File: config.mk
export PLATFORM = sky130hd
export DESIGN_NAME = com_spi_controller
export DESIGN_NICKNAME = d
export VERILOG_FILES = /design/src/rtl/com_spi_pkg.sv /design/src/rtl/com_spi_phase_timer.sv /design/src/rtl/com_spi_controller.sv
export SDC_FILE = /design/constraint.sdc
export NUM_CORES = 1
export LEC_CHECK = 0
export BUFFER_PORTS_ARGS = -buffer_cell sky130_fd_sc_hd__buf_4
export CAP_MARGIN = 10
export CORE_ASPECT_RATIO = 0.75
export CORE_MARGIN = 2
export CORE_UTILIZATION = 50
export DETAILED_ROUTE_END_ITERATION = 10
export PLACE_DENSITY_LB_ADDON = 0.08
export SLEW_MARGIN = 20
export SYNTH_ARGS = -nofsm -noshare
export SYNTH_HDL_FRONTEND = slang
export SYNTH_SLANG_ARGS = --single-unit
File: constraint.sdc
create_clock -name clk -period 1.8 [get_ports clk]
set_clock_uncertainty 0.2 [all_clocks]
set_input_delay 0.36 -clock clk [delete_from_list [all_inputs] [get_ports clk]]
set_output_delay 0.36 -clock clk [all_outputs]
set_load 0.02 [all_outputs]
File: src/rtl/com_spi_pkg.sv
// Shared types and constants for the COM-link SPI controller.
package com_spi_pkg;

    localparam int COM_WORD_W = 16;
    localparam int BIT_CNT_W  = 5;

    typedef enum logic [2:0] {
        IDLE,
        SETUP,
        HIGH,
        LOW,
        HOLD,
        GAP
    } state_t;

    // Width of a down-counter that must hold the larger of two phase lengths.
    function automatic int timer_width(input int a, input int b);
        int m;
        m = (a > b) ? a : b;
        return (m < 1) ? 1 : $clog2(m + 1);
    endfunction

endpackage

File: src/rtl/com_spi_phase_timer.sv
// Loadable down-counter; phase_done is high on the last cycle of a loaded phase.
module com_spi_phase_timer #(
    parameter int W = 2
) (
    input  logic         clk,
    input  logic         rst_n,
    input  logic         load,
    input  logic [W-1:0] load_val,
    output logic         phase_done
);

    logic [W-1:0] cnt;

    always_ff @(posedge clk or negedge rst_n) begin
        if (!rst_n) begin
            cnt <= '0;
        end else if (load) begin
            cnt <= load_val;
        end else if (cnt != '0) begin
            cnt <= cnt - 1'b1;
        end
    end

    // A phase of N cycles sees the count N, N-1, ..., 1.
    assign phase_done = (cnt == W'(1));

endmodule

File: src/rtl/com_spi_controller.sv
// SoC-side SPI mode-0 controller: one 16-bit word per chip-select frame,
// MSB first, full duplex, with a minimum csn-high gap between frames.
module com_spi_controller
    import com_spi_pkg::*;
#(
    parameter int CLK_DIV    = 2,
    parameter int GAP_CYCLES = 2
) (
    input  logic        clk,
    input  logic        rst_n,
    input  logic [15:0] tx_data,
    input  logic        tx_valid,
    output logic        tx_ready,
    output logic [15:0] rx_data,
    output logic        rx_valid,
    output logic        busy,
    output logic        spi_sclk,
    output logic        spi_copi,
    input  logic        spi_cipo,
    output logic        spi_csn
);

    localparam int TW = timer_width(CLK_DIV, GAP_CYCLES);

    state_t                  state;
    logic [COM_WORD_W-2:0]   tx_shift;   // bits still to send; the current bit sits in spi_copi
    logic [COM_WORD_W-1:0]   rx_shift;
    logic [BIT_CNT_W-1:0]    bit_cnt;
    logic                    accept;
    logic                    timer_load;
    logic                    phase_done;
    logic [TW-1:0]           load_val;

    assign accept     = (state == IDLE) && tx_valid && tx_ready;
    assign timer_load = accept || ((state != IDLE) && phase_done);
    assign load_val   = (state == HOLD) ? TW'(GAP_CYCLES) : TW'(CLK_DIV);

    com_spi_phase_timer #(.W(TW)) u_timer (
        .clk        (clk),
        .rst_n      (rst_n),
        .load       (timer_load),
        .load_val   (load_val),
        .phase_done (phase_done)
    );

    always_ff @(posedge clk or negedge rst_n) begin
        if (!rst_n) begin
            state    <= IDLE;
            tx_shift <= '0;
            rx_shift <= '0;
            bit_cnt  <= '0;
            tx_ready <= 1'b0;
            busy     <= 1'b0;
            spi_csn  <= 1'b1;
            spi_sclk <= 1'b0;
            spi_copi <= 1'b0;
            rx_data  <= '0;
            rx_valid <= 1'b0;
        end else begin
            rx_valid <= 1'b0;
            case (state)
                IDLE: begin
                    if (accept) begin
                        tx_shift <= tx_data[COM_WORD_W-2:0];
                        spi_copi <= tx_data[COM_WORD_W-1];
                        spi_csn  <= 1'b0;
                        tx_ready <= 1'b0;
                        busy     <= 1'b1;
                        bit_cnt  <= '0;
                        state    <= SETUP;
                    end else begin
                        tx_ready <= 1'b1;
                    end
                end
                SETUP: begin
                    if (phase_done) begin
                        spi_sclk <= 1'b1;
                        state    <= HIGH;
                    end
                end
                HIGH: begin
                    if (phase_done) begin
                        rx_shift <= {rx_shift[COM_WORD_W-2:0], spi_cipo};
                        spi_sclk <= 1'b0;
                        if (bit_cnt == BIT_CNT_W'(COM_WORD_W - 1)) begin
                            state <= HOLD;
                        end else begin
                            // Next bit goes out on the falling edge so it is stable before the next rise.
                            spi_copi <= tx_shift[COM_WORD_W-2];
                            tx_shift <= {tx_shift[COM_WORD_W-3:0], 1'b0};
                            bit_cnt  <= bit_cnt + 1'b1;
                            state    <= LOW;
                        end
                    end
                end
                LOW: begin
                    if (phase_done) begin
                        spi_sclk <= 1'b1;
                        state    <= HIGH;
                    end
                end
                HOLD: begin
                    if (phase_done) begin
                        spi_csn  <= 1'b1;
                        spi_copi <= 1'b0;
                        rx_data  <= rx_shift;
                        rx_valid <= 1'b1;
                        state    <= GAP;
                    end
                end
                GAP: begin
                    if (phase_done) begin
                        busy     <= 1'b0;
                        tx_ready <= 1'b1;
                        state    <= IDLE;
                    end
                end
                default: state <= IDLE;
            endcase
        end
    end

endmodule

==> results of run 1 <==
==> kinds of logic after synthesis <==
| group | after synthesis | share of synthesized area, % |
|---|---|---|
| DFF | 63 | 58.3 |
| AOI/OAI and AO/OA | 53 | 11.6 |
| muxes | 34 | 15.2 |
| buffers and inverters | 30 | 5.64 |
| and+or+nand+nor | 30 | 6.70 |
| adders and majority gates | 4 | 1.85 |
| xor gates and xnor gates | 2 | 0.647 |
==> flip-flops by register name, indices dropped and copies added (netlist names) <==
register,flops
spi_sclk,1
rx_shift,16
state,3
spi_csn,1
u_timer.cnt,2
tx_shift,15
busy,1
spi_copi,1
rx_data,16
tx_ready,1
bit_cnt,5
rx_valid,1
==> where the power goes <==
| part | switching [mW] | internal [mW] |
|---|---|---|
| Combinational | 0.0425 | 0.0482 |
| Sequential | 0.0104 | 1.43 |
| Clock | 0.518 | 0.531 |
| Total | 0.571 | 2.01 |
==> metal layers <==
layer  vias to the layer above  global-route usage [%]  wire length (um)
li1                        900                       -                 -
met1                       902                    29.3              2750
met2                        44                    25.7              2220
met3                         4                    8.07               248
met4                         0                    5.60                45
met5                         -                       0                 0
==> worst paths after layout <==
check	to	slack, ns	cells after the start
setup / recovery	spi_copi$_DFFE_PN0P_	0.03	7
setup reg to reg	spi_copi$_DFFE_PN0P_	0.03	7
hold / removal	tx_shift[0]$_DFFE_PN0P_	0.05	2
min in group asynchronous	tx_shift[6]$_DFFE_PN0P_	0.26	2
max in group asynchronous	rx_shift[8]$_DFFE_PN0P_	0.67	3
hold reg to reg	bit_cnt[4]$_DFFE_PN0P_	0.30	2
==> metrics by stage <==
stage	instances	power (mW)	cell area, um2
floorplan	216	1.48	2750
global placement	342	1.55	3260
detailed placement	342	1.55	3260
CTS	359	2.61	3450
global route	363	2.70	3550
finish	363	2.58	3550
==> layout by cell type, fill, tap and decap left out, drive strengths merged, types with 4 or more instances in the layout <==
| master | instances |
|---|---|
| buf | 64 |
| dfrtp | 62 |
| mux2 | 34 |
| a21oi | 21 |
| inv | 20 |
| o22ai | 14 |
| clkbuf | 12 |
| nand2 | 11 |
| o21ai | 8 |
| and3 | 4 |
| nor2 | 4 |
| ha | 4 |
==> layout make-up <==
class / count / area (um2) / share of cell area [%]
multi-input combinational: 124 / 1100 / 30.9
timing repair buffer: 65 / 539 / 15.2
clock inverter: 4 / 22.5 / 0.634
inverter: 20 / 77.6 / 2.18
tap: 75 / 93.8 / 2.64
sequential: 63 / 1580 / 44.4
clock buffer: 12 / 145 / 4.08
==> timing repair <==
action                                  CTS  global route
cloned                                    0             2
pin swaps                                 0             2
buffers inserted                          0             2
endpoints found under the setup margin    5            36
gates resized for setup                   2            17
hold endpoints to repair                 41             0
hold buffers                              1             0
==> flow_summary.ini, run 1 <==
[run_status]
status = finished clean

[floorplanning]
ioPinCount = 42
core_area_um2 = 5300
start_util_pct = 51.1
std_cell_rows = 23
die_y_um = 67.7
die_w_um = 89.0
die_area_um2 = 6030

[global_route]
grt_antenna_before_repair = 0
grt_pass1_wl_um = 8620
grt_pass1_vias = 1774
grt_start_max_net_pins = 23
track_usage_pct = 19.5
grt.overflow.total = 0

[timing]
slew_headroom_pct = 71.9
finalWorstSetupSlack_ns = 0.0334
setup-violations-final = 0
final.setup.tns_ns = 0
fmax_mhz = 566
finalCritPeriodShare_pct = 98.1
timing.hold.ws_ns = 0.0508
period_minus_slack_ns = 1.77
rsz0062_at_grt = true
hold_violations = 0
slew_violations = 0
worstMarginPinSlew_ns = 0.419

[layout]
final_util_pct = 67.1
fillers = 437
area_growth_pct = 31.3
drive_gt1_share_pct = 46.5
antennaDiodeCount = 0
finalNetCount = 307

[power_and_ir_drop]
leakagePower_nw = 1.73
power_per_cell_area_nw_per_um2 = 726
vdd_drop_max_uv = 482

[logic_synthesis]
netlist_top_cells_count = 62 x dfrtp_1, 26 x mux2_2, 21 x a21oi_1
synth_flop_cell = dfrtp_1
syn_inst = 216
syn-num-nets = 240
yosysWarnings = 0
synth_top_area_share_pct = 57.3
avgSynthCellArea_um2 = 12.5
synth-edff-count = 0
synth.cell_area_um2 = 2710
synthArstFlopShare_pct = 100
netlist-cell-type-count = 37
yosysMostFrequentCell = dfrtp_1
ys_ff_latch = 63
seq_area_frac_synth_pct = 58.3
yosys.area.top_type = dfrtp_1
netlist_top_cells_area = dfrtp_1 57%, mux2_2 11%, mux2_4 4.4%, a21oi_1 3.9%, o22ai_1 3.2%

[critical_path]
worstPathBufferInverterCount = 1
arrival_ns = 1.79
cp.required_ns = 1.82
start_kind = register
critPathLaunch = bit_cnt[0]$_DFFE_PN0P_
r2r_start = bit_cnt[0]$_DFFE_PN0P_
path_delay_family = flip-flops
max_stage_delay_ns = 0.35
critical_path.cell_chain = ha_2 > and3_4 > ha_4 > inv_4 > and2_4 > a21oi_4 > mux2_4
cp_slowest_cell = dfrtp_1
crit_path_end_kind = register
crit_type = reg2reg
critPathMaxFanout = 3

[clock_network]
clock_sinks = 63
cts_made_buffers = 9
htree_num_levels = 3
cts_tree = done
clock_path_buffers = 2
clkTransAtPathRegs_ns = 0.07
insertion_delay_ns = 0.33
clockRootBuffer = clkbuf_8

[drt]
wl_per_cell_um = 14.5
drtIter0Drc = 69
drcViolationCount = 0
drtAntennaViolNets = 0
dr.pass1.iters = 4
routed_wl_um = 5260
vias_per_cell = 5.10
num_vias = 1850

[run]
cap_violations = 0

[worst_hold_path]
worstHoldStart = tx_data[0]
hold_class = in2reg

[place]
gp_congestion = 0.830
hpwl_um = 3420
dp_slack_ns = -0.0196
io_buffers = 41
No activity file was read; power rests on OpenSTA's default activity.
==> run 2: changes to the inputs <==
--- a/config.mk
+++ b/config.mk
@@ -5,12 +5,12 @@
 export SDC_FILE = /design/constraint.sdc
 export NUM_CORES = 1
 export LEC_CHECK = 0
-export BUFFER_PORTS_ARGS = -buffer_cell sky130_fd_sc_hd__buf_4
 export CAP_MARGIN = 10
 export CORE_ASPECT_RATIO = 0.75
 export CORE_MARGIN = 2
-export CORE_UTILIZATION = 50
+export CORE_UTILIZATION = 56
 export DETAILED_ROUTE_END_ITERATION = 10
+export DONT_BUFFER_PORTS = 1
 export PLACE_DENSITY_LB_ADDON = 0.08
 export SLEW_MARGIN = 20
 export SYNTH_ARGS = -nofsm -noshare
==> run 2 against run 1 <==
Compared with the run above: the flow now finishes with violations (negative hold slack, negative setup slack); maximum frequency shrank 3.5%; sequential share of layout area is 1.7 points higher; clock power up 29%; register-to-register slack got worse by 0.06 ns; critical path depth down 1; critical path type unchanged; critical endpoint is now tx_shift[8]$_DFFE_PN0P_.
==> flow_summary.ini, run 2 (synthesis gave the netlist of run 1 again) <==
[clock_network]
cts_made_buffers = 9
insertion_delay_ns = 0.33
clockRootBuffer = clkbuf_8
cts_tree = done
clkTransAtPathRegs_ns = 0.07
clock_sinks = 63
htree_num_levels = 3
clock_path_buffers = 2

[drt]
vias_per_cell = 5.72
drtIter0Drc = 141
dr.pass1.iters = 4
drtAntennaViolNets = 0
drcViolationCount = 0
num_vias = 1812
routed_wl_um = 5510
wl_per_cell_um = 17.4

[critical_path]
critPathLaunch = state[0]$_DFFE_PN0P_
start_kind = register
crit_path_end_kind = register
r2r_slack_ns = -0.03
arrival_ns = 1.85
r2r_start = state[0]$_DFFE_PN0P_
cp.required_ns = 1.82
critPathMaxFanout = 17
crit_type = reg2reg

[global_route]
track_usage_pct = 21.1
grt.overflow.total = 0
grt_pass1_vias = 1761
grtUsageMet1_pct = 28.6
use_met2_pct = 30.2
grt_use_met3_pct = 10.1
busiest_layer = met2
grt_start_max_net_pins = 64
grt_pass1_wl_um = 8660
grt_antenna_before_repair = 0

[layout]
largestRegisters = rx_data x16, rx_shift x16, tx_shift x15
fillers = 287
finalNetCount = 279
drive_gt1_share_pct = 36.5
multi_input_area_um2 = 1090
area_growth_pct = 26.4
final_util_pct = 75.3
seq_area_um2 = 1580
stdcell_count = 317
layout_commonest_cell = dfrtp_1
antennaDiodeCount = 0
most-common-layout-cells = 62 x dfrtp_1, 25 x mux2_2, 20 x a21oi_1

[timing]
final.setup.tns_ns = -0.0694
finalWorstSetupSlack_ns = -0.0315
timing.hold.ws_ns = -0.486
rsz0062_at_grt = true
finalCritPeriodShare_pct = 102
setup-violations-final = 5
slew_headroom_pct = 73.9
hold_violations = 63
period_minus_slack_ns = 1.83
fmax_mhz = 546
slew_violations = 0
worstMarginPinSlew_ns = 0.390

[floorplanning]
die_y_um = 64.2
std_cell_rows = 21
start_util_pct = 59.6
core_area_um2 = 4550
ioPinCount = 42
die_area_um2 = 5410
die_w_um = 84.3

[run]
cap_violations = 0

[power_and_ir_drop]
vdd_drop_max_uv = 667
leakagePower_nw = 1.60
power_per_cell_area_nw_per_um2 = 829

[place]
dp.cells = 281
gp_congestion = 0.848
io_buffers = 0
hpwl_um = 3340

[run_status]
status = complete, but fails checks
violations = negative hold slack, negative setup slack

[worst_hold_path]
hold_class = in2async
run 2: changes by cell type in the layout (fill, tap and decap cells not counted), moves of 2 or more:
| cell | delta |
|---|---|
| clkbuf_1 | -2 |
| o22ai_2 | +2 |
| buf_4 | -41 |
| dlygate4sd3_1 | +14 |
| bufinv_16 | +2 |
| clkinv_4 | +2 |
run 2: cell type report:
cell class	instances	area share [%]
clock inverter	7	2.82
sequential	63	46.1
inverter	20	2.27
timing repair buffer	38	11.2
tap	57	2.08
clock buffer	9	3.62
multi-input combinational	123	32.0
run 2: final timing paths:
kind / to / cells after the start
min: tx_shift[7]$_DFFE_PN0P_ / 0
min reg2reg: bit_cnt[4]$_DFFE_PN0P_ / 2
max reg2reg: tx_shift[8]$_DFFE_PN0P_ / 6
max: tx_shift[8]$_DFFE_PN0P_ / 6
max in group asynchronous: spi_csn$_DFFE_PN1P_ / 0
min in group clk: tx_shift[13]$_DFFE_PN0P_ / 2
run 2: layer usage:
layer	share of wire, %	vias up
li1	-	843
met2	47	61
met1	45	901
met3	6.4	7
met5	0	-
met4	1.5	0
run 2: what timing repair did:
action                                 4_1_cts  5_1_grt
setup endpoints to repair                   26       43
gates resized for setup                      3       18
endpoints found under the hold margin       72       69
buffers inserted                             0        3
gates cloned                                 0        2
hold buffers                                 9        6
pin swaps                                    2        3
run 2: per-stage QoR:
| step | area [um2] | total power, mW | setup WS [ns] |
|---|---|---|---|
| 6_report | 3420 | 2.84 | -0.0315 |
| 5_1_grt | 3420 | 2.94 | -0.0912 |
| 3_3_place_gp | 2900 | 1.48 | 0.0319 |
| 4_1_cts | 3230 | 2.86 | 0.00202 |
| 2_1_floorplan | 2750 | 1.48 | -0.0209 |
| 3_5_place_dp | 2900 | 1.49 | -0.0273 |
run 2: power by group:
part | switching [mW] | internal, mW
Sequential | 0.00974 | 1.43
Clock | 0.564 | 0.784
Combinational | 0.0140 | 0.0357
Total | 0.588 | 2.25
run 2: critical path: stages, from the launching register on:
cell and delay [ns]:
dfrtp_1 0.44, buf_4 0.20, nor2_1 0.32, nand2_1 0.09
buf_4 0.22, o22ai_2 0.16, a21oi_1 0.07
